==> config.mk <==
export PLATFORM = sky130hd
export DESIGN_NAME = adc_seven_segment_display_flat
export DESIGN_NICKNAME = d
export VERILOG_FILES = /design/src/rtl/adc_seven_segment_display_pkg.sv /design/src/rtl/adc_seven_segment_display_if.sv /design/src/rtl/adc_seven_segment_display_seg7_decoder.sv /design/src/rtl/adc_seven_segment_display.sv /design/src/flat_wrapper.sv
export SDC_FILE = /design/constraint.sdc
export NUM_CORES = 1
export LEC_CHECK = 0
export CAP_MARGIN = 30
export CELL_PAD_IN_SITES_DETAIL_PLACEMENT = 0
export CELL_PAD_IN_SITES_GLOBAL_PLACEMENT = 1
export CORE_MARGIN = 4
export CORE_UTILIZATION = 47
export DETAILED_ROUTE_END_ITERATION = 8
export PLACE_DENSITY_LB_ADDON = 0.2
export SLEW_MARGIN = 20
export SYNTH_ARGS = -nofsm -noshare
export SYNTH_HDL_FRONTEND = slang
export SYNTH_SLANG_ARGS = --single-unit
==> constraint.sdc <==
create_clock -name clk -period 6 [get_ports clk]
set_clock_uncertainty 0.1 [all_clocks]
set_input_delay 1.8 -clock clk [delete_from_list [all_inputs] [get_ports clk]]
set_output_delay 1.8 -clock clk [all_outputs]
set_load 0.01 [all_outputs]
==> src/rtl/adc_seven_segment_display_pkg.sv <==
// Shared types and constants for the ADC seven-segment display.
//   - mode_e       : display format code as delivered with the ADC result
//   - SEG_BLANK    : all segments off (active-low cathodes)
//   - SEG_DASH     : only segment g lit, used for invalid BCD nibbles
//   - HEX_GLYPH    : 16-entry glyph table, bit order {g,f,e,d,c,b,a}, active-low
package adc_display_pkg;

    localparam int unsigned VALUE_W = 16;
    localparam int unsigned NIB_W   = 4;
    localparam int unsigned SEG_W   = 7;
    localparam int unsigned DIGITS  = 4;
    localparam int unsigned IDX_W   = 2;
    localparam int unsigned MODE_W  = 2;

    typedef enum logic [MODE_W-1:0] {
        MODE_HEX  = 2'b00,
        MODE_BCD  = 2'b01,
        MODE_VOLT = 2'b10,
        MODE_HEX2 = 2'b11
    } mode_e;

    localparam logic [SEG_W-1:0] SEG_BLANK = 7'b1111111;
    localparam logic [SEG_W-1:0] SEG_DASH  = 7'b0111111;

    localparam logic [SEG_W-1:0] HEX_GLYPH [16] = '{
        7'b1000000, // 0
        7'b1111001, // 1
        7'b0100100, // 2
        7'b0110000, // 3
        7'b0011001, // 4
        7'b0010010, // 5
        7'b0000010, // 6
        7'b1111000, // 7
        7'b0000000, // 8
        7'b0010000, // 9
        7'b0001000, // A
        7'b0000011, // b
        7'b1000110, // C
        7'b0100001, // d
        7'b0000110, // E
        7'b0001110  // F
    };

    // Glyph lookup for one nibble.
    function automatic logic [SEG_W-1:0] hex_glyph(input logic [NIB_W-1:0] nib);
        return HEX_GLYPH[nib];
    endfunction

endpackage

==> src/rtl/adc_seven_segment_display_if.sv <==
// Bus between the ADC result source and the display block.
//   adc_value      : 16-bit conversion result (binary or packed BCD)
//   bin_bcd_select : display mode code
//   hold           : freeze the displayed snapshot while high
//   anode          : digit enables, active-low, anode[0] = rightmost
//   cathode        : segments {g,f,e,d,c,b,a}, active-low
//   dp             : decimal point, active-low
// master = result source / bench, slave = display block.
interface adc_seven_segment_display_if;
    import adc_display_pkg::*;

    logic [VALUE_W-1:0] adc_value;
    logic [MODE_W-1:0]  bin_bcd_select;
    logic               hold;
    logic [DIGITS-1:0]  anode;
    logic [SEG_W-1:0]   cathode;
    logic               dp;

    modport master (
        output adc_value, bin_bcd_select, hold,
        input  anode, cathode, dp
    );

    modport slave (
        input  adc_value, bin_bcd_select, hold,
        output anode, cathode, dp
    );

endinterface

==> src/rtl/adc_seven_segment_display_seg7_decoder.sv <==
// Combinational nibble-to-segment decoder.
//   nibble    : 4-bit digit value
//   blank     : force all segments off (takes priority over dash)
//   dash      : show a dash instead of the glyph
//   cathode_c : active-low segments {g,f,e,d,c,b,a}
module seg7_decoder
    import adc_display_pkg::*;
(
    input  logic [NIB_W-1:0] nibble,
    input  logic             blank,
    input  logic             dash,
    output logic [SEG_W-1:0] cathode_c
);

    always_comb begin
        cathode_c = hex_glyph(nibble);
        if (blank) begin
            cathode_c = SEG_BLANK;
        end else if (dash) begin
            cathode_c = SEG_DASH;
        end
    end

endmodule

==> src/rtl/adc_seven_segment_display.sv <==
// Four-digit multiplexed common-anode display for the SAR ADC result.
// Snapshots value+mode every UPDATE_DIV clocks (unless held), scans one digit
// per SCAN_DIV clocks with a one-cycle blanked gap after each digit change,
// and formats as hex, zero-blanked BCD or X.XXX volts.
//   clk, reset : system clock, synchronous active-high reset
//   bus        : slave side of adc_seven_segment_display_if
module adc_seven_segment_display
    import adc_display_pkg::*;
#(
    parameter int unsigned SCAN_DIV   = 100_000,
    parameter int unsigned UPDATE_DIV = 25_000_000
) (
    input  logic                         clk,
    input  logic                         reset,
    adc_seven_segment_display_if.slave   bus
);

    localparam int unsigned SCAN_W = (SCAN_DIV > 1)   ? $clog2(SCAN_DIV)   : 1;
    localparam int unsigned UPD_W  = (UPDATE_DIV > 1) ? $clog2(UPDATE_DIV) : 1;

    logic [SCAN_W-1:0]  scan_cnt_q,     scan_cnt_d;
    logic [UPD_W-1:0]   upd_cnt_q,      upd_cnt_d;
    logic [IDX_W-1:0]   idx_q,          idx_d;
    logic               idx_changed_q,  idx_changed_d;
    logic               load_pending_q, load_pending_d;
    logic [VALUE_W-1:0] snap_value_q,   snap_value_d;
    mode_e              snap_mode_q,    snap_mode_d;
    logic [DIGITS-1:0]  anode_q,        anode_d;
    logic [SEG_W-1:0]   cathode_q,      cathode_d;
    logic               dp_q,           dp_d;

    logic               scan_wrap_c;
    logic               upd_wrap_c;
    logic               load_c;
    logic [NIB_W-1:0]   nibble_c;
    logic [DIGITS-1:0]  nib_zero_c;
    logic [DIGITS-1:0]  lead_zero_c;
    logic               blank_c;
    logic               dash_c;
    logic [SEG_W-1:0]   seg_c;

    // Counters, snapshot control and digit formatting.
    always_comb begin
        scan_wrap_c    = (scan_cnt_q == SCAN_W'(SCAN_DIV - 1));
        upd_wrap_c     = (upd_cnt_q == UPD_W'(UPDATE_DIV - 1));
        scan_cnt_d     = scan_wrap_c ? '0 : scan_cnt_q + SCAN_W'(1);
        upd_cnt_d      = upd_wrap_c  ? '0 : upd_cnt_q + UPD_W'(1);
        idx_d          = scan_wrap_c ? idx_q + IDX_W'(1) : idx_q;
        idx_changed_d  = scan_wrap_c;

        // A wrap re-arms the flag even on the cycle that consumes it.
        load_c         = load_pending_q & ~bus.hold;
        load_pending_d = upd_wrap_c | (load_pending_q & ~load_c);
        snap_value_d   = snap_value_q;
        snap_mode_d    = snap_mode_q;
        if (load_c) begin
            snap_value_d = bus.adc_value;
            snap_mode_d  = mode_e'(bus.bin_bcd_select);
        end

        nibble_c = snap_value_q[{idx_q, 2'b00} +: NIB_W];
        for (int i = 0; i < int'(DIGITS); i++) begin
            nib_zero_c[i] = (snap_value_q[i*NIB_W +: NIB_W] == '0);
        end

        // A digit is a leading zero if it and everything to its left is zero.
        lead_zero_c[3] = nib_zero_c[3];
        lead_zero_c[2] = nib_zero_c[3] & nib_zero_c[2];
        lead_zero_c[1] = nib_zero_c[3] & nib_zero_c[2] & nib_zero_c[1];
        lead_zero_c[0] = 1'b0;

        blank_c = (snap_mode_q == MODE_BCD) && lead_zero_c[idx_q];
        dash_c  = ((snap_mode_q == MODE_BCD) || (snap_mode_q == MODE_VOLT))
                  && (nibble_c > NIB_W'(9));

        // Blank all anodes for one cycle after a digit change to avoid ghosting.
        anode_d   = idx_changed_q ? '1 : ~(DIGITS'(1) << idx_q);
        cathode_d = seg_c;
        dp_d      = ~((snap_mode_q == MODE_VOLT) && (idx_q == IDX_W'(3))
                      && !idx_changed_q);
    end

    seg7_decoder u_seg7_decoder (
        .nibble    (nibble_c),
        .blank     (blank_c),
        .dash      (dash_c),
        .cathode_c (seg_c)
    );

    // State and output registers.
    always_ff @(posedge clk) begin
        if (reset) begin
            scan_cnt_q     <= '0;
            upd_cnt_q      <= '0;
            idx_q          <= '0;
            idx_changed_q  <= 1'b0;
            load_pending_q <= 1'b1;
            snap_value_q   <= '0;
            snap_mode_q    <= MODE_HEX;
            anode_q        <= '1;
            cathode_q      <= SEG_BLANK;
            dp_q           <= 1'b1;
        end else begin
            scan_cnt_q     <= scan_cnt_d;
            upd_cnt_q      <= upd_cnt_d;
            idx_q          <= idx_d;
            idx_changed_q  <= idx_changed_d;
            load_pending_q <= load_pending_d;
            snap_value_q   <= snap_value_d;
            snap_mode_q    <= snap_mode_d;
            anode_q        <= anode_d;
            cathode_q      <= cathode_d;
            dp_q           <= dp_d;
        end
    end

    assign bus.anode   = anode_q;
    assign bus.cathode = cathode_q;
    assign bus.dp      = dp_q;

endmodule

==> src/flat_wrapper.sv <==
// flat-port wrapper written by rule: the top's interface ports become plain ports
module adc_seven_segment_display_flat import adc_display_pkg::*;
#(
    parameter int unsigned SCAN_DIV   = 100_000,
    parameter int unsigned UPDATE_DIV = 25_000_000
)
  (clk, reset, bus_adc_value, bus_bin_bcd_select, bus_hold, bus_anode, bus_cathode, bus_dp);
  adc_seven_segment_display_if bus_i ();
  input  logic clk;
  input  logic reset;
  input wire logic [$bits(bus_i.adc_value)-1:0] bus_adc_value;
  input wire logic [$bits(bus_i.bin_bcd_select)-1:0] bus_bin_bcd_select;
  input wire logic [$bits(bus_i.hold)-1:0] bus_hold;
  output wire logic [$bits(bus_i.anode)-1:0] bus_anode;
  output wire logic [$bits(bus_i.cathode)-1:0] bus_cathode;
  output wire logic [$bits(bus_i.dp)-1:0] bus_dp;
  assign bus_i.adc_value = bus_adc_value;
  assign bus_i.bin_bcd_select = bus_bin_bcd_select;
  assign bus_i.hold = bus_hold;
  assign bus_anode = bus_i.anode;
  assign bus_cathode = bus_i.cathode;
  assign bus_dp = bus_i.dp;
  adc_seven_segment_display #(.SCAN_DIV(SCAN_DIV), .UPDATE_DIV(UPDATE_DIV)) u_core (.clk(clk), .reset(reset), .bus(bus_i));
endmodule
Yosys cells after proc, flatten, opt, wreduce, memory -nomap -nowiden
Memories as Yosys holds them, arrays and structs flattened.
Index checks and enable logic that the tools add are counted.
Storage, ports and cells
  ROM bits: 112
  logic and storage cells: 54
  bits of input ports: 21
  bits in registers: 76
  memories kept: 1
  output and inout bits: 12
Operators by class
  add/subtract/negate cells: 3
  bitwise operators: 10
  shifts and indexed selects: 2
  $lt $le $gt $ge: 3
  equal/unequal tests: 5
  reductions and logical operators: 14
  muxes and demuxes: 5
Memory list
  (no name shown): depth 16, width 7, rd ports 1, clocked after Yosys merged registers in 0, wr ports 0, RTL line adc_seven_segment_display_pkg.sv:46  | return HEX_GLYPH[nib];
Operators by type and width (count)
  adder 25 x 1 -> 25 bit, second input constant: 1
  == test 25 bit, second input constant: 1
  two-way mux 7 bit: 3
  adder 17 x 1 -> 17 bit, second input constant: 1
  == test 17 bit, second input constant: 1
  variable part select 16 x 5 -> 4 bit: 1
  logical NOT 4 bit: 3
  OR reduction 2 bit: 4
  greater-or-equal comparator 5 bit, second input constant: 1
  inverter 4 -> 5 bit: 1
  AND 1 bit: 4
  == test 2 bit, second input constant: 2
  > comparator 4 bit, second input constant: 1
  logical AND 1 bit: 4
  inverter 4 bit: 1
  << shifter 1 x 2 -> 4 bit, first input constant: 1
  less-than comparator 2 x 3 -> 1 bit, second input constant: 1
  inverter 1 bit: 3
  OR reduction 3 bit: 1
  adder 2 x 1 -> 2 bit, second input constant: 1
  binary-select mux 1 bit (select 2 bit): 1
  == test 2 x 1 -> 1 bit, second input constant: 1
  logical NOT 1 bit: 1
  logical OR 1 bit: 1
  2 further kinds: 2

Logic depth before layout (Yosys ltp)
Gate-level depths: netlist of the first run.
  word-level depth: 7
  gate-level depth with buffers: 9
  gate-level depth less buffers: 8

By module
Synthesis of the first run repeated with hierarchy kept, for this count alone.
Unflattened totals
  cells, all modules: 400
  area, all modules: 3494.6 um^2
Modules (own cells, without submodules)
  adc_seven_segment_display: area each 3186.8 um^2, instances 1, seq. area each 1521.5 um^2, cells each 359
  seg7_decoder: area each 307.8 um^2, instances 1, seq. area each 0.0 um^2, cells each 41

Worst setup path before layout of the first run
OpenSTA, ideal clock, no wires.
  path type: input to register
  start point: input port reset
  end point: register u_core.cathode_q[6] (netlist: u_core.bus.cathode[6])
  data required time: 5.778 ns
  path slack: 3.220 ns
  stages: 3
  data arrival time: 2.558 ns
  library setup time: 0.122 ns
  cells stage by stage: clkbuf_1 -> or2_2 -> a221o_1
On the way
  longest elaborated chain between the ends: 1
Ends and longest elaborated chain
  start, declared: RTL line flat_wrapper.sv:10  | input logic reset;
  OR reduction 2 bit (no source line)
  end signal, assigned: RTL line adc_seven_segment_display.sv:112  | cathode_q <= cathode_d;
  end, declared: RTL line adc_seven_segment_display.sv:29  | logic [SEG_W-1:0] cathode_q, cathode_d;
Every way passes these cells.
A chain may end at the register's enable or synchronous reset.

Worst setup path after layout of the first run
  start point: input port reset
  end point: register u_core.upd_cnt_q[6]
On the way
  longest elaborated chain between the ends: 1
Ends and longest elaborated chain
  OR reduction 2 bit (no source line)
  end signal, assigned: RTL line adc_seven_segment_display.sv:105  | upd_cnt_q <= upd_cnt_d;
  end, declared: RTL line adc_seven_segment_display.sv:22  | logic [UPD_W-1:0] upd_cnt_q, upd_cnt_d;
Every way passes these cells.

==> flow_summary.html, run 1 <==
<table>
<tr><th>Metric</th><th>Value</th></tr>
<tr><th colspan="2">Yosys</th></tr>
<tr><td>Post-synth EDFFs</td><td>0</td></tr>
<tr><td>Sequential share of the synthesized area</td><td>44.03%</td></tr>
<tr><td>Number of synthesis warnings</td><td>0</td></tr>
<tr><td>Largest cells by area after synthesis</td><td>sky130_fd_sc_hd__dfxtp_1 (44%), sky130_fd_sc_hd__xor2_1 (6.6%), sky130_fd_sc_hd__nand2_1 (6.5%)</td></tr>
<tr><td>Main combinational cell family by area after synthesis</td><td>simple AND/OR/NAND/NOR gates</td></tr>
<tr><td>Post-Synth Simple-Gate Area</td><td>27.15%</td></tr>
<tr><td>Yosys cell types</td><td>45</td></tr>
<tr><td>Netlist area before placement</td><td>3456 um^2</td></tr>
<tr><td>Adder and majority cell fraction of the synthesized area</td><td>5.069%</td></tr>
<tr><td>Cell type contributing the most total cell area after synthesis</td><td>sky130_fd_sc_hd__dfxtp_1</td></tr>
<tr><td>Mux contribution to synthesized area</td><td>3.729%</td></tr>
<tr><td>Nets in the synthesized netlist</td><td>about 420</td></tr>
<tr><td>Ys async rst share</td><td>0%</td></tr>
<tr><td>Post-Syn Area per Cell</td><td>9.000 um^2</td></tr>
<tr><td>Synth Area in Compound Gates</td><td>6.336%</td></tr>
<tr><td>Synth Area in XOR/XNOR</td><td>9.884%</td></tr>
<tr><td>Fraction of synthesized cell area taken by the top area cell type</td><td>44.03%</td></tr>
<tr><td>#FFs+latches synth</td><td>76</td></tr>
<tr><td>Dominant synthesized flop cell</td><td>sky130_fd_sc_hd__dfxtp_1</td></tr>
<tr><td>Instance count of the mapped netlist</td><td>384</td></tr>
<tr><th colspan="2">Worst hold path</th></tr>
<tr><td>Worst min-delay path class</td><td>flip-flop to flip-flop</td></tr>
<tr><td>Hold path depth</td><td>1</td></tr>
<tr><th colspan="2">Clock tree</th></tr>
<tr><td>Post CTS Setup Buffer Count</td><td>0</td></tr>
<tr><td>Register clock-pin slew on the reported worst setup and hold paths</td><td>roughly 0.070 ns</td></tr>
<tr><td>Number of hold buffers added after cts</td><td>0</td></tr>
<tr><td>CTS Root Buffer Type</td><td>sky130_fd_sc_hd__clkbuf_8</td></tr>
<tr><td>Number of cells upsized or downsized after cts</td><td>0</td></tr>
<tr><td>Clock insertion delay at the later pin of the skew report</td><td>approximately 0.34 ns</td></tr>
<tr><td>H-tree Lvls</td><td>3</td></tr>
<tr><td>Total clock buffers created by CTS</td><td>9</td></tr>
<tr><td>Clock tree from TritonCTS</td><td>done</td></tr>
<tr><td>Sinks on Clock Net</td><td>76</td></tr>
<tr><td>Max Buffers Root-to-Sink</td><td>2</td></tr>
<tr><th colspan="2">Power and ir drop</th></tr>
<tr><td>Overall power consumption</td><td>1.086 mW</td></tr>
<tr><td>Peak supply drop</td><td>182.2 uV</td></tr>
<tr><td>Standby leakage power</td><td>around 1.5 nW</td></tr>
<tr><td>Total power density per cell area</td><td>266.8 nW/um^2</td></tr>
<tr><th colspan="2">Critical path</th></tr>
<tr><td>Maximum fanout along the worst path</td><td>30</td></tr>
<tr><td>Largest stage delay on the critical path</td><td>0.66 ns</td></tr>
<tr><td>Depth of the critical timing path with buffers and inverters included</td><td>4</td></tr>
<tr><td>Number of cells on the worst reg-to-reg path</td><td>8</td></tr>
<tr><td>Type of element launching the critical path</td><td>input port</td></tr>
<tr><td>CP max stage cell</td><td>sky130_fd_sc_hd__a21o_1</td></tr>
<tr><td>Crit path buffers/inverters</td><td>2</td></tr>
<tr><td>Critical Path AT</td><td>3.34 ns</td></tr>
<tr><td>Worst Path Class, Setup</td><td>input port to flip-flop</td></tr>
<tr><td>Element type at the critical path end</td><td>flip-flop</td></tr>
<tr><td>Chain of cells forming the critical path</td><td>clkdlybuf4s50_1, buf_4, a21o_1, nor2_1</td></tr>
<tr><td>Cell type group with the largest total delay on the critical path</td><td>buffers and inverters</td></tr>
<tr><td>Required time worst endpoint</td><td>6.09 ns</td></tr>
<tr><th colspan="2">STA</th></tr>
<tr><td>Total of endpoints with negative setup slack in the final report</td><td>0</td></tr>
<tr><td>Hold_ws</td><td>0.3600 ns</td></tr>
<tr><td>Accumulated negative setup slack</td><td>0 ns</td></tr>
<tr><td>Setup repair after global routing missed its margin</td><td>false</td></tr>
<tr><td>Min Tclk post-route</td><td>3.249 ns</td></tr>
<tr><td>Slew at the pin closest to its max-slew limit</td><td>0.7969 ns</td></tr>
<tr><td>Final worst setup slack</td><td>about 2.8 ns</td></tr>
<tr><td>Count of final hold-check violations</td><td>0</td></tr>
<tr><td>Maximum clock rate</td><td>307.8 MHz</td></tr>
<tr><td>Slew Viols, Final</td><td>0</td></tr>
<tr><td>Slew HR</td><td>46.87%</td></tr>
<tr><td>Share of the cycle needed by the critical path after routing</td><td>between 50 and 60%</td></tr>
<tr><th colspan="2">Final layout</th></tr>
<tr><td>Non-Filler Cell Area, Final</td><td>slightly above 4000 um^2</td></tr>
<tr><td>Fin nets</td><td>450</td></tr>
<tr><td>Final-layout fill cell count</td><td>654</td></tr>
<tr><td>Post-route insts no fill</td><td>between 500 and 600</td></tr>
<tr><td>Final core occ</td><td>58.30%</td></tr>
<tr><td>Number of diodes</td><td>0</td></tr>
<tr><td>Layout cells sized above 1</td><td>just over 9%</td></tr>
<tr><td>Post-synthesis to final-layout area growth</td><td>17.78%</td></tr>
<tr><th colspan="2">Global route</th></tr>
<tr><td>Largest net degree at the start of global routing</td><td>31</td></tr>
<tr><td>Via count of the first global-routing pass</td><td>2422</td></tr>
<tr><td>Initial antenna violation count</td><td>0</td></tr>
<tr><td>Global router's overall resource usage</td><td>15.28%</td></tr>
<tr><td>Wire length of the first global-routing pass</td><td>10850 um</td></tr>
<tr><td>Global-route congestion overflow total</td><td>0</td></tr>
<tr><th colspan="2">Routing</th></tr>
<tr><td>First-pass DRT Iterations</td><td>4</td></tr>
<tr><td>Number of DRC markers after the initial detailed-route iteration</td><td>between 70 and 80</td></tr>
<tr><td>Via count</td><td>2637</td></tr>
<tr><td>Wire length after detailed routing</td><td>6513 um</td></tr>
<tr><td>Remaining antenna violation count after routing</td><td>0</td></tr>
<tr><td>Drt drc</td><td>0</td></tr>
<tr><td>Wirelength per Cell</td><td>12.62 um</td></tr>
<tr><td>DR vias/cell</td><td>5.110</td></tr>
<tr><th colspan="2">Placement</th></tr>
<tr><td>Port-buffer cells</td><td>32</td></tr>
<tr><td>Final Wtd Congestion</td><td>0.8373</td></tr>
<tr><td>Detail Placement HPWL</td><td>4580 um</td></tr>
<tr><td>Post-DP Area</td><td>3821 um^2</td></tr>
<tr><td>Post-placement cell count</td><td>500</td></tr>
<tr><td>Post-placement worst setup slack</td><td>about 2.4 ns</td></tr>
<tr><th colspan="2">Floorplanning</th></tr>
<tr><td>Chip Height</td><td>93.75 um</td></tr>
<tr><td>Core region area</td><td>6982 um^2</td></tr>
<tr><td>Chip Width</td><td>around 94 um</td></tr>
<tr><td>Starting density of the core</td><td>49.50%</td></tr>
<tr><td>Std-Cell Rows</td><td>30</td></tr>
<tr><td>I/O Pins</td><td>33</td></tr>
<tr><td>Die area</td><td>8789 um^2</td></tr>
<tr><th colspan="2">Outcome</th></tr>
<tr><td>Run status</td><td>finished clean</td></tr>
<tr><th colspan="2">Run</th></tr>
<tr><td>Total of max-cap violations</td><td>0</td></tr>
</table>
==> report_power, final <==
part	total (mW)	switching [mW]	internal [mW]
combinational	0.0836	0.0427	0.0409
sequential	0.529	0.00957	0.520
clock	0.473	0.186	0.288
total	1.09	0.238	0.848
==> Yosys cell counts (3+ instances only) <==
cell,number
sky130_fd_sc_hd__xor2_1,26
sky130_fd_sc_hd__or3_1,3
sky130_fd_sc_hd__xnor2_1,13
sky130_fd_sc_hd__o211ai_1,3
sky130_fd_sc_hd__nand3_1,17
sky130_fd_sc_hd__nor4_1,5
sky130_fd_sc_hd__nand2_1,60
sky130_fd_sc_hd__o21ai_0,4
sky130_fd_sc_hd__clkbuf_1,6
sky130_fd_sc_hd__and3_1,7
sky130_fd_sc_hd__buf_6,3
sky130_fd_sc_hd__dfxtp_1,76
sky130_fd_sc_hd__nor2_1,45
sky130_fd_sc_hd__mux2i_1,5
sky130_fd_sc_hd__ha_1,14
sky130_fd_sc_hd__mux4_2,3
sky130_fd_sc_hd__inv_1,10
sky130_fd_sc_hd__nor2_2,11
sky130_fd_sc_hd__a21oi_1,22
sky130_fd_sc_hd__nor3_1,5
sky130_fd_sc_hd__nand4_1,12
sky130_fd_sc_hd__and4_1,4
==> path summary, 6_finish.rpt <==
path | slack [ns] | endpoint | start
min reg2reg | 0.36 | u_core.scan_cnt_q[0]$_SDFF_PP0_ | u_core.scan_cnt_q[0]$_SDFF_PP0_
max | 2.75 | u_core.upd_cnt_q[6]$_SDFF_PP0_ | reset
max reg2reg | 3.33 | u_core.bus.cathode[5]$_SDFF_PP1_ | u_core.idx_q[0]$_SDFFE_PP0P_
min | 0.36 | u_core.scan_cnt_q[0]$_SDFF_PP0_ | u_core.scan_cnt_q[0]$_SDFF_PP0_
==> layout make-up <==
class                      instances  area [um^2]  share of cell area (%)
timing repair buffer              34        339.1                   8.331
inverter                          10        37.54                  0.9222
sequential                        76         1521                   37.38
tap                               96        120.1                   2.951
clock buffer                      10        137.6                   3.381
multi-input combinational        284         1803                   44.30
clock inverter                     6        111.4                   2.736
==> cell usage in the layout (no fill, tap or decap), drive strengths merged, types with 8 or more instances in the layout <==
cell           count
nand3             17
and3               8
nand2             60
inv               10
dfxtp             76
nand4             12
a21oi             22
xor2              26
nor2              56
clkbuf            10
ha                14
clkdlybuf4s50     32
xnor2             13
==> logic make-up (layout without fill, tap and decap cells) <==
logic type	count (synthesis)	after routing
AND/OR/NAND/NOR	185	185
flip-flops	76	76
XOR/XNOR	39	39
AO/OA/AOI/OAI	37	37
buffers and inverters	24	60
adder cells (fa/ha/maj)	14	14
multiplexers	9	9
==> flip-flops by register name, indices dropped and copies added (netlist names) <==
name / count
u_core.bus.anode: 4
u_core.bus.cathode: 7
u_core.bus.dp: 1
u_core.idx_changed_q: 1
u_core.idx_q: 2
u_core.load_pending_q: 1
u_core.scan_cnt_q: 17
u_core.snap_mode_q: 2
u_core.snap_value_q: 16
u_core.upd_cnt_q: 25
==> per-layer routing <==
metal	track usage [%]	vias to the layer above	share of wire, %
met5	0	-	0
met1	19.33	1227	48
met4	6.859	0	1.5
met3	2.724	8	3.8
met2	25.31	41	47
li1	-	1361	-
==> worst register-to-register path, cell delays in order (launching register included) <==
cell	delay (ns)
sky130_fd_sc_hd__dfxtp_1	0.66
sky130_fd_sc_hd__mux4_2	0.67
sky130_fd_sc_hd__inv_1	0.17
sky130_fd_sc_hd__ha_1	0.27
sky130_fd_sc_hd__nor2_1	0.07
sky130_fd_sc_hd__nor2_2	0.07
sky130_fd_sc_hd__nor3_1	0.07
sky130_fd_sc_hd__nor3_4	0.27
sky130_fd_sc_hd__o221ai_1	0.18
Power figures use the tool's default switching activity.
==> run 2, diff against run 1 <==
CORE_UTILIZATION = 39   (was 47)
clock period = 2.9 ns   (was 6 ns; I/O delays follow)
==> run 2 against run 1 <==
Count of clock-buffer cells in the layout is 1 lower. Sequential cell count stayed put. Worst hold slack worse by 0.0013 ns. Via count is 0.19% lower. Core utilization is 11 points lower. Non-clock buffer count is 4 higher. Die area is 19% higher. Sequential power is 110% higher. Critical path type is now flip-flop to flip-flop. Critical endpoint is now u_core.bus.cathode[5]$_SDFF_PP1_.
==> flow_summary.html, run 2 (synthesis results as in run 1) <==
<table>
<tr><th>Metric</th><th>Value</th></tr>
<tr><th colspan="2">Routing</th></tr>
<tr><td>Wirelength per Cell</td><td>13.26 um (+5.0%)</td></tr>
<tr><td>Wire length after detailed routing</td><td>7054 um (+8.3%)</td></tr>
<tr><td>Drt drc</td><td>0 (unchanged)</td></tr>
<tr><td>Remaining antenna violation count after routing</td><td>0 (unchanged)</td></tr>
<tr><td>Via count</td><td>2632 (-0.19%)</td></tr>
<tr><td>First-pass DRT Iterations</td><td>4 (unchanged)</td></tr>
<tr><td>DR vias/cell</td><td>4.947 (-3.2%)</td></tr>
<tr><td>Number of DRC markers after the initial detailed-route iteration</td><td>90 (+15%)</td></tr>
<tr><th colspan="2">Clock tree</th></tr>
<tr><td>Clock tree from TritonCTS</td><td>done</td></tr>
<tr><td>Post CTS Setup Buffer Count</td><td>0 (unchanged)</td></tr>
<tr><td>CTS Root Buffer Type</td><td>sky130_fd_sc_hd__clkbuf_8</td></tr>
<tr><td>Number of cells upsized or downsized after cts</td><td>0 (unchanged)</td></tr>
<tr><td>Max Buffers Root-to-Sink</td><td>2 (unchanged)</td></tr>
<tr><td>Sinks on Clock Net</td><td>76 (unchanged)</td></tr>
<tr><td>Clock insertion delay at the later pin of the skew report</td><td>0.35 ns (about the same)</td></tr>
<tr><td>Register clock-pin slew on the reported worst setup and hold paths</td><td>0.09 ns (+0.02 ns)</td></tr>
<tr><td>Total clock buffers created by CTS</td><td>9 (unchanged)</td></tr>
<tr><td>H-tree Lvls</td><td>3 (unchanged)</td></tr>
<tr><td>Number of hold buffers added after cts</td><td>0 (unchanged)</td></tr>
<tr><th colspan="2">Floorplanning</th></tr>
<tr><td>I/O Pins</td><td>33 (unchanged)</td></tr>
<tr><td>Core region area</td><td>8678 um^2 (+24%)</td></tr>
<tr><td>Std-Cell Rows</td><td>34 (+13%)</td></tr>
<tr><td>Starting density of the core</td><td>39.82% (-9.7 points)</td></tr>
<tr><td>Die area</td><td>10430 um^2 (+19%)</td></tr>
<tr><td>Chip Width</td><td>102.1 um (+8.9%)</td></tr>
<tr><td>Chip Height</td><td>102.1 um (+8.9%)</td></tr>
<tr><th colspan="2">Power and ir drop</th></tr>
<tr><td>Peak supply drop</td><td>228.9 uV (+26%)</td></tr>
<tr><td>Standby leakage power</td><td>1.500 nW (-0.13%)</td></tr>
<tr><td>Total power density per cell area</td><td>520.6 nW/um^2 (+95%)</td></tr>
<tr><th colspan="2">Placement</th></tr>
<tr><td>Port-buffer cells</td><td>32 (unchanged)</td></tr>
<tr><td>Detail Placement HPWL</td><td>4979 um (+8.7%)</td></tr>
<tr><td>Final Wtd Congestion</td><td>0.8553 (+2.1%)</td></tr>
<tr><td>Post-placement worst setup slack</td><td>0.3585 ns (-2.000 ns)</td></tr>
<tr><th colspan="2">Final layout</th></tr>
<tr><td>Number of diodes</td><td>0 (unchanged)</td></tr>
<tr><td>Reg with most FFs</td><td>u_core.upd_cnt_q</td></tr>
<tr><td>Fin nets</td><td>454 (+0.89%)</td></tr>
<tr><td>Layout cells sized above 1</td><td>10.14% (+0.86 points)</td></tr>
<tr><td>Final-layout fill cell count</td><td>867 (+33%)</td></tr>
<tr><td>Post-synthesis to final-layout area growth</td><td>17.78% (unchanged)</td></tr>
<tr><td>Commonest non-fill, non-tap cells in the layout</td><td>sky130_fd_sc_hd__dfxtp_1 (76), sky130_fd_sc_hd__nand2_1 (60), sky130_fd_sc_hd__nor2_1 (45)</td></tr>
<tr><td>Most frequent standard cell in the layout excluding fill and tap cells</td><td>sky130_fd_sc_hd__dfxtp_1</td></tr>
<tr><td>FF/Latch Area</td><td>1521 um^2 (unchanged)</td></tr>
<tr><td>Largest registers</td><td>u_core.upd_cnt_q (25), u_core.scan_cnt_q (17), u_core.snap_value_q (16)</td></tr>
<tr><td>Area taken by multi-input logic gates</td><td>1803 um^2 (unchanged)</td></tr>
<tr><td>Number of flip-flops in the largest register</td><td>25 (unchanged)</td></tr>
<tr><th colspan="2">Run</th></tr>
<tr><td>Total of max-cap violations</td><td>0 (unchanged)</td></tr>
<tr><th colspan="2">STA</th></tr>
<tr><td>Min Tclk post-route</td><td>2.361 ns</td></tr>
<tr><td>Hold_ws</td><td>0.3586 ns (-0.001343 ns)</td></tr>
<tr><td>Slew at the pin closest to its max-slew limit</td><td>0.6857 ns (-0.1112 ns)</td></tr>
<tr><td>Share of the cycle needed by the critical path after routing</td><td>81.41%</td></tr>
<tr><td>Accumulated negative setup slack</td><td>0 ns (unchanged)</td></tr>
<tr><td>Setup repair after global routing missed its margin</td><td>false</td></tr>
<tr><td>Slew Viols, Final</td><td>0 (unchanged)</td></tr>
<tr><td>Total of endpoints with negative setup slack in the final report</td><td>0 (unchanged)</td></tr>
<tr><td>Final worst setup slack</td><td>0.5390 ns (-2.212 ns)</td></tr>
<tr><td>Slew HR</td><td>54.29% (+7.4 points)</td></tr>
<tr><td>Maximum clock rate</td><td>423.5 MHz</td></tr>
<tr><td>Count of final hold-check violations</td><td>0 (unchanged)</td></tr>
<tr><th colspan="2">Critical path</th></tr>
<tr><td>Critical Path AT</td><td>2.49 ns (-0.85 ns)</td></tr>
<tr><td>Worst Path Class, Setup</td><td>flip-flop to flip-flop</td></tr>
<tr><td>Worst flop-to-flop path startpoint</td><td>u_core.idx_q[0]$_SDFFE_PP0P_</td></tr>
<tr><td>Maximum fanout along the worst path</td><td>5 (-83%)</td></tr>
<tr><td>Type of element launching the critical path</td><td>flip-flop</td></tr>
<tr><td>Crit path launch</td><td>u_core.idx_q[0]$_SDFFE_PP0P_</td></tr>
<tr><td>Element type at the critical path end</td><td>flip-flop</td></tr>
<tr><td>Required time worst endpoint</td><td>3.03 ns (-3.06 ns)</td></tr>
<tr><th colspan="2">Global route</th></tr>
<tr><td>Largest net degree at the start of global routing</td><td>19 (-39%)</td></tr>
<tr><td>Global router's overall resource usage</td><td>14.43% (-0.86 points)</td></tr>
<tr><td>Initial antenna violation count</td><td>0 (unchanged)</td></tr>
<tr><td>Wire length of the first global-routing pass</td><td>11730 um (+8.1%)</td></tr>
<tr><td>Via count of the first global-routing pass</td><td>2539 (+4.8%)</td></tr>
<tr><td>Global-route congestion overflow total</td><td>0 (unchanged)</td></tr>
<tr><th colspan="2">Worst hold path</th></tr>
<tr><td>Worst min-delay path class</td><td>flip-flop to flip-flop</td></tr>
<tr><td>Hold Path Origin</td><td>u_core.scan_cnt_q[0]$_SDFF_PP0_</td></tr>
<tr><th colspan="2">Outcome</th></tr>
<tr><td>Run status</td><td>finished clean</td></tr>
</table>
[run 2: changes by cell type in the layout (fill, tap and decap cells not counted)]
cell	previous run	this run
sky130_fd_sc_hd__buf_6	1	0
sky130_fd_sc_hd__inv_6	0	1
sky130_fd_sc_hd__clkinv_2	1	0
sky130_fd_sc_hd__clkbuf_8	10	9
sky130_fd_sc_hd__buf_4	1	6
sky130_fd_sc_hd__inv_8	0	1
sky130_fd_sc_hd__bufinv_16	3	1
sky130_fd_sc_hd__clkinv_4	1	3
[run 2: report_power, final]
group | internal (mW) | total [mW] | switching (mW)
Combinational | 0.0871 | 0.177 | 0.0897
Clock | 0.411 | 0.847 | 0.436
Sequential | 1.07 | 1.10 | 0.0202
[run 2: metrics by stage]
stage | instances | power (mW) | cell area [um^2] | utilization (%)
after global placement | 516 | 1.296 | 3862 | 44.51
after detailed placement | 516 | 1.298 | 3862 | 44.51
after global routing | 532 | 2.220 | 4070 | 46.90
after floorplan | 384 | 1.223 | 3456 | -
final | 532 | 2.119 | 4070 | 46.90
after CTS | 532 | 2.145 | 4070 | 46.90
[run 2: metal layers]
layer | part of all wire [%] | track usage (%)
met1 | 47 | 17.84
met4 | 1.5 | 5.146
met2 | 47 | 24.49
met5 | 0 | 0
met3 | 3.9 | 3.481
[run 2: path summary, 6_finish.rpt]
check,depth (start not counted),slack [ns],endpoint
max,8,0.54,u_core.bus.cathode[5]$_SDFF_PP1_
min,1,0.36,u_core.scan_cnt_q[0]$_SDFF_PP0_
max reg2reg,8,0.54,u_core.bus.cathode[5]$_SDFF_PP1_
min reg2reg,1,0.36,u_core.scan_cnt_q[0]$_SDFF_PP0_
[run 2: final cells by class]
type	count	share of cell area [%]
Clock inverter	7	2.060
Clock buffer	9	3.043
Sequential cell	76	37.38
Timing Repair Buffer	38	8.976
Tap cell	108	3.320
Multi-Input combinational cell	284	44.30
Inverter	10	0.9222
[run 2: worst max-delay path: stages (launching register included)]
cell                       delay, ns
sky130_fd_sc_hd__dfxtp_1        0.42
sky130_fd_sc_hd__mux4_2         0.61
sky130_fd_sc_hd__inv_1          0.18
sky130_fd_sc_hd__ha_1           0.27
sky130_fd_sc_hd__nor2_1         0.07
sky130_fd_sc_hd__nor2_2         0.07
sky130_fd_sc_hd__nor3_1         0.07
sky130_fd_sc_hd__nor3_4         0.28
sky130_fd_sc_hd__o221ai_1       0.17
==> run 3, diff against run 2 <==
clock period = 2.1 ns   (was 2.9 ns; I/O delays follow)
==> run 3 against run 2 <==
Sequential power is 37% higher. Critical path type unchanged. Sequential cell count stayed put. Critical path depth stayed put. Largest cell class unchanged. Count of clock-buffer cells in the layout is 1 higher. Largest power group unchanged. Maximum frequency is 13% higher.
==> flow_summary.html, run 3 (synthesis results as in run 1) <==
<table>
<tr><th>Metric</th><th>Value</th></tr>
<tr><th colspan="2">Outcome</th></tr>
<tr><td>Run status</td><td>finished clean</td></tr>
<tr><th colspan="2">Clock tree</th></tr>
<tr><td>Clock insertion delay at the later pin of the skew report</td><td>0.34 ns (about the same)</td></tr>
<tr><td>Clock tree from TritonCTS</td><td>done</td></tr>
<tr><td>Sinks on Clock Net</td><td>76 (unchanged)</td></tr>
<tr><td>Total clock buffers created by CTS</td><td>9 (unchanged)</td></tr>
<tr><td>H-tree Lvls</td><td>3 (unchanged)</td></tr>
<tr><td>Number of hold buffers added after cts</td><td>0 (unchanged)</td></tr>
<tr><td>Register clock-pin slew on the reported worst setup and hold paths</td><td>0.08 ns (about the same)</td></tr>
<tr><td>Max Buffers Root-to-Sink</td><td>2 (unchanged)</td></tr>
<tr><td>CTS Root Buffer Type</td><td>sky130_fd_sc_hd__clkbuf_8</td></tr>
<tr><th colspan="2">Power and ir drop</th></tr>
<tr><td>Total power density per cell area</td><td>655.9 nW/um^2 (+26%)</td></tr>
<tr><td>Peak supply drop</td><td>342.6 uV (+50%)</td></tr>
<tr><td>Standby leakage power</td><td>1.583 nW (+5.5%)</td></tr>
<tr><td>Overall power consumption</td><td>2.787 mW (+32%)</td></tr>
<tr><th colspan="2">Final layout</th></tr>
<tr><td>Post-synthesis to final-layout area growth</td><td>22.95%</td></tr>
<tr><td>Final-layout fill cell count</td><td>816 (-5.9%)</td></tr>
<tr><td>Commonest non-fill, non-tap cells in the layout</td><td>sky130_fd_sc_hd__dfxtp_1 (74), sky130_fd_sc_hd__nand2_1 (60), sky130_fd_sc_hd__nor2_1 (44)</td></tr>
<tr><td>Fin nets</td><td>472 (+4.0%)</td></tr>
<tr><td>Largest registers</td><td>u_core.upd_cnt_q (25), u_core.scan_cnt_q (17), u_core.snap_value_q (16)</td></tr>
<tr><td>Non-Filler Cell Area, Final</td><td>4249 um^2 (+4.4%)</td></tr>
<tr><td>Most frequent standard cell in the layout excluding fill and tap cells</td><td>sky130_fd_sc_hd__dfxtp_1</td></tr>
<tr><td>Layout cells sized above 1</td><td>15.84% (+5.7 points)</td></tr>
<tr><td>Number of flip-flops in the largest register</td><td>25 (unchanged)</td></tr>
<tr><td>Reg with most FFs</td><td>u_core.upd_cnt_q</td></tr>
<tr><td>Number of diodes</td><td>0 (unchanged)</td></tr>
<tr><th colspan="2">Critical path</th></tr>
<tr><td>Critical Path AT</td><td>2.20 ns (-0.29 ns)</td></tr>
<tr><td>Largest stage delay on the critical path</td><td>0.56 ns (-0.05 ns)</td></tr>
<tr><td>Worst flop-to-flop path startpoint</td><td>u_core.idx_q[0]$_SDFFE_PP0P_</td></tr>
<tr><td>Element type at the critical path end</td><td>flip-flop</td></tr>
<tr><td>Chain of cells forming the critical path</td><td>mux4_2, inv_2, ha_4, nor2_4, nor2_2, nor3_2, nor3_4, o211ai_1</td></tr>
<tr><td>CP max stage cell</td><td>sky130_fd_sc_hd__mux4_2</td></tr>
<tr><td>Cell type group with the largest total delay on the critical path</td><td>multiplexers</td></tr>
<tr><td>Maximum fanout along the worst path</td><td>5 (unchanged)</td></tr>
<tr><td>Crit path buffers/inverters</td><td>1 (unchanged)</td></tr>
<tr><td>Number of cells on the worst reg-to-reg path</td><td>8 (unchanged)</td></tr>
<tr><td>Worst Path Class, Setup</td><td>flip-flop to flip-flop</td></tr>
<tr><td>Depth of the critical timing path with buffers and inverters included</td><td>8 (unchanged)</td></tr>
<tr><td>Required time worst endpoint</td><td>2.22 ns (-0.81 ns)</td></tr>
<tr><td>FF-to-FF End</td><td>u_core.bus.cathode[1]$_SDFF_PP1_</td></tr>
<tr><td>Setup slack on the worst flop-to-flop path</td><td>0.01 ns (-0.53 ns)</td></tr>
<tr><td>Type of element launching the critical path</td><td>flip-flop</td></tr>
<tr><th colspan="2">Global route</th></tr>
<tr><td>Initial antenna violation count</td><td>0 (unchanged)</td></tr>
<tr><td>Global-route congestion overflow total</td><td>0 (unchanged)</td></tr>
<tr><td>Global router's overall resource usage</td><td>14.27% (-0.16 points)</td></tr>
<tr><td>Via count of the first global-routing pass</td><td>2479 (-2.4%)</td></tr>
<tr><td>Largest net degree at the start of global routing</td><td>19 (unchanged)</td></tr>
<tr><td>Wire length of the first global-routing pass</td><td>11680 um (-0.42%)</td></tr>
<tr><th colspan="2">Floorplanning</th></tr>
<tr><td>Std-Cell Rows</td><td>34 (unchanged)</td></tr>
<tr><td>Chip Width</td><td>102.1 um (unchanged)</td></tr>
<tr><td>Starting density of the core</td><td>39.82% (unchanged)</td></tr>
<tr><td>I/O Pins</td><td>33 (unchanged)</td></tr>
<tr><td>Core region area</td><td>8678 um^2 (unchanged)</td></tr>
<tr><td>Die area</td><td>10430 um^2 (unchanged)</td></tr>
<tr><td>Chip Height</td><td>102.1 um (unchanged)</td></tr>
<tr><th colspan="2">STA</th></tr>
<tr><td>Total of endpoints with negative setup slack in the final report</td><td>0 (unchanged)</td></tr>
<tr><td>Share of the cycle needed by the critical path after routing</td><td>99.38% (+18 points)</td></tr>
<tr><td>Setup repair after global routing missed its margin</td><td>true</td></tr>
<tr><td>Min Tclk post-route</td><td>2.087 ns (-0.2740 ns)</td></tr>
<tr><td>Slew Viols, Final</td><td>0 (unchanged)</td></tr>
<tr><td>Final worst setup slack</td><td>0.01298 ns (-0.5260 ns)</td></tr>
<tr><td>Slew HR</td><td>57.15% (+2.9 points)</td></tr>
<tr><td>Maximum clock rate</td><td>479.2 MHz (+13%)</td></tr>
<tr><td>Slew at the pin closest to its max-slew limit</td><td>0.6249 ns (-0.06073 ns)</td></tr>
<tr><td>Count of final hold-check violations</td><td>0 (unchanged)</td></tr>
<tr><th colspan="2">Placement</th></tr>
<tr><td>Detail Placement HPWL</td><td>5073 um (+1.9%)</td></tr>
<tr><td>Port-buffer cells</td><td>32 (unchanged)</td></tr>
<tr><td>Post-DP Area</td><td>3965 um^2 (+2.7%)</td></tr>
<tr><td>Post-placement worst setup slack</td><td>0.04613 ns (-0.3124 ns)</td></tr>
<tr><td>Final Wtd Congestion</td><td>0.8844 (+3.4%)</td></tr>
<tr><th colspan="2">Worst hold path</th></tr>
<tr><td>Hold path depth</td><td>1 (unchanged)</td></tr>
<tr><td>Worst min-delay path class</td><td>flip-flop to flip-flop</td></tr>
<tr><td>Hold endpoint</td><td>u_core.scan_cnt_q[0]$_SDFF_PP0_</td></tr>
<tr><td>Hold Path Origin</td><td>u_core.scan_cnt_q[0]$_SDFF_PP0_</td></tr>
<tr><th colspan="2">Routing</th></tr>
<tr><td>Via count</td><td>2679 (+1.8%)</td></tr>
<tr><td>Number of DRC markers after the initial detailed-route iteration</td><td>67 (-26%)</td></tr>
<tr><td>Drt drc</td><td>0 (unchanged)</td></tr>
<tr><td>DR vias/cell</td><td>4.871 (-1.5%)</td></tr>
<tr><td>Wire length after detailed routing</td><td>7157 um (+1.5%)</td></tr>
<tr><td>Wirelength per Cell</td><td>13.01 um (-1.9%)</td></tr>
<tr><td>Remaining antenna violation count after routing</td><td>0 (unchanged)</td></tr>
<tr><td>First-pass DRT Iterations</td><td>4 (unchanged)</td></tr>
<tr><th colspan="2">Run</th></tr>
<tr><td>Total of max-cap violations</td><td>0 (unchanged)</td></tr>
</table>
run 3: cell types whose count changed in the layout (fill, tap and decap cells not counted), moves of 2 or more:
cell                         previous run  this run
sky130_fd_sc_hd__clkinv_4               3         1
sky130_fd_sc_hd__dfxtp_1               76        74
sky130_fd_sc_hd__inv_1                 10         8
sky130_fd_sc_hd__clkinvlp_4             1         3
sky130_fd_sc_hd__o221ai_2               0         2
sky130_fd_sc_hd__buf_4                  6        22
sky130_fd_sc_hd__ha_4                   0         2
sky130_fd_sc_hd__buf_12                 0         2
sky130_fd_sc_hd__ha_1                  14        12
sky130_fd_sc_hd__clkinv_2               0         2
sky130_fd_sc_hd__o221ai_1               2         0
run 3: timing repair:
item	in CTS	in global routing
endpoints found under the setup margin	0	5
gates resized for setup	0	12
setup buffers	0	8
run 3: power breakdown:
part           internal (mW)  total (mW)  switching [mW]
Sequential              1.48        1.51          0.0290
Clock                  0.427       0.984           0.557
Combinational          0.154       0.291           0.137
run 3: metrics by stage:
| stage | hold slack [ns] | setup TNS [ns] | cells | util, % |
|---|---|---|---|---|
| after floorplan | 0.3274 | 0 | 384 | - |
| after global placement | 0.3439 | 0 | 526 | 45.69 |
| after detailed placement | 0.3485 | 0 | 526 | 45.69 |
| after CTS | 0.3673 | 0 | 542 | 47.64 |
| after global routing | 0.3959 | -0.3316 | 550 | 48.96 |
| final | 0.3658 | 0 | 550 | 48.96 |
run 3: worst max-delay path by stage:
| stage | startpoint | end |
|---|---|---|
| 2_1_floorplan | u_core.idx_q[0]$_SDFFE_PP0P_ | u_core.bus.cathode[4]$_SDFF_PP1_ |
| 3_3_place_gp | u_core.idx_q[0]$_SDFFE_PP0P_ | u_core.bus.cathode[5]$_SDFF_PP1_ |
| 3_5_place_dp | u_core.idx_q[0]$_SDFFE_PP0P_ | u_core.bus.cathode[5]$_SDFF_PP1_ |
| 4_1_cts | u_core.idx_q[0]$_SDFFE_PP0P_ | u_core.bus.cathode[5]$_SDFF_PP1_ |
| 5_1_grt | u_core.idx_q[0]$_SDFFE_PP0P_ | u_core.bus.cathode[1]$_SDFF_PP1_ |
| 6_report | u_core.idx_q[0]$_SDFFE_PP0P_ | u_core.bus.cathode[1]$_SDFF_PP1_ |
run 3: metal layers:
layer	vias to the layer above	routed length, um	share of wire (%)	track usage (%)
li1	1415	-	-	-
met1	1209	3431	48	18.16
met2	44	3275	46	22.99
met3	11	299	4.2	3.686
met4	0	150	2.1	5.954
met5	-	0	0	0
run 3: cell type report:
type | count | area, um^2 | area share [%]
Sequential cell | 76 | 1526 | 35.92
Clock buffer | 10 | 127.6 | 3.004
Clock inverter | 6 | 41.29 | 0.9717
Inverter | 10 | 40.04 | 0.9423
Multi-Input combinational cell | 284 | 1853 | 43.61
Tap cell | 108 | 135.1 | 3.180
Timing Repair Buffer | 56 | 525.5 | 12.37
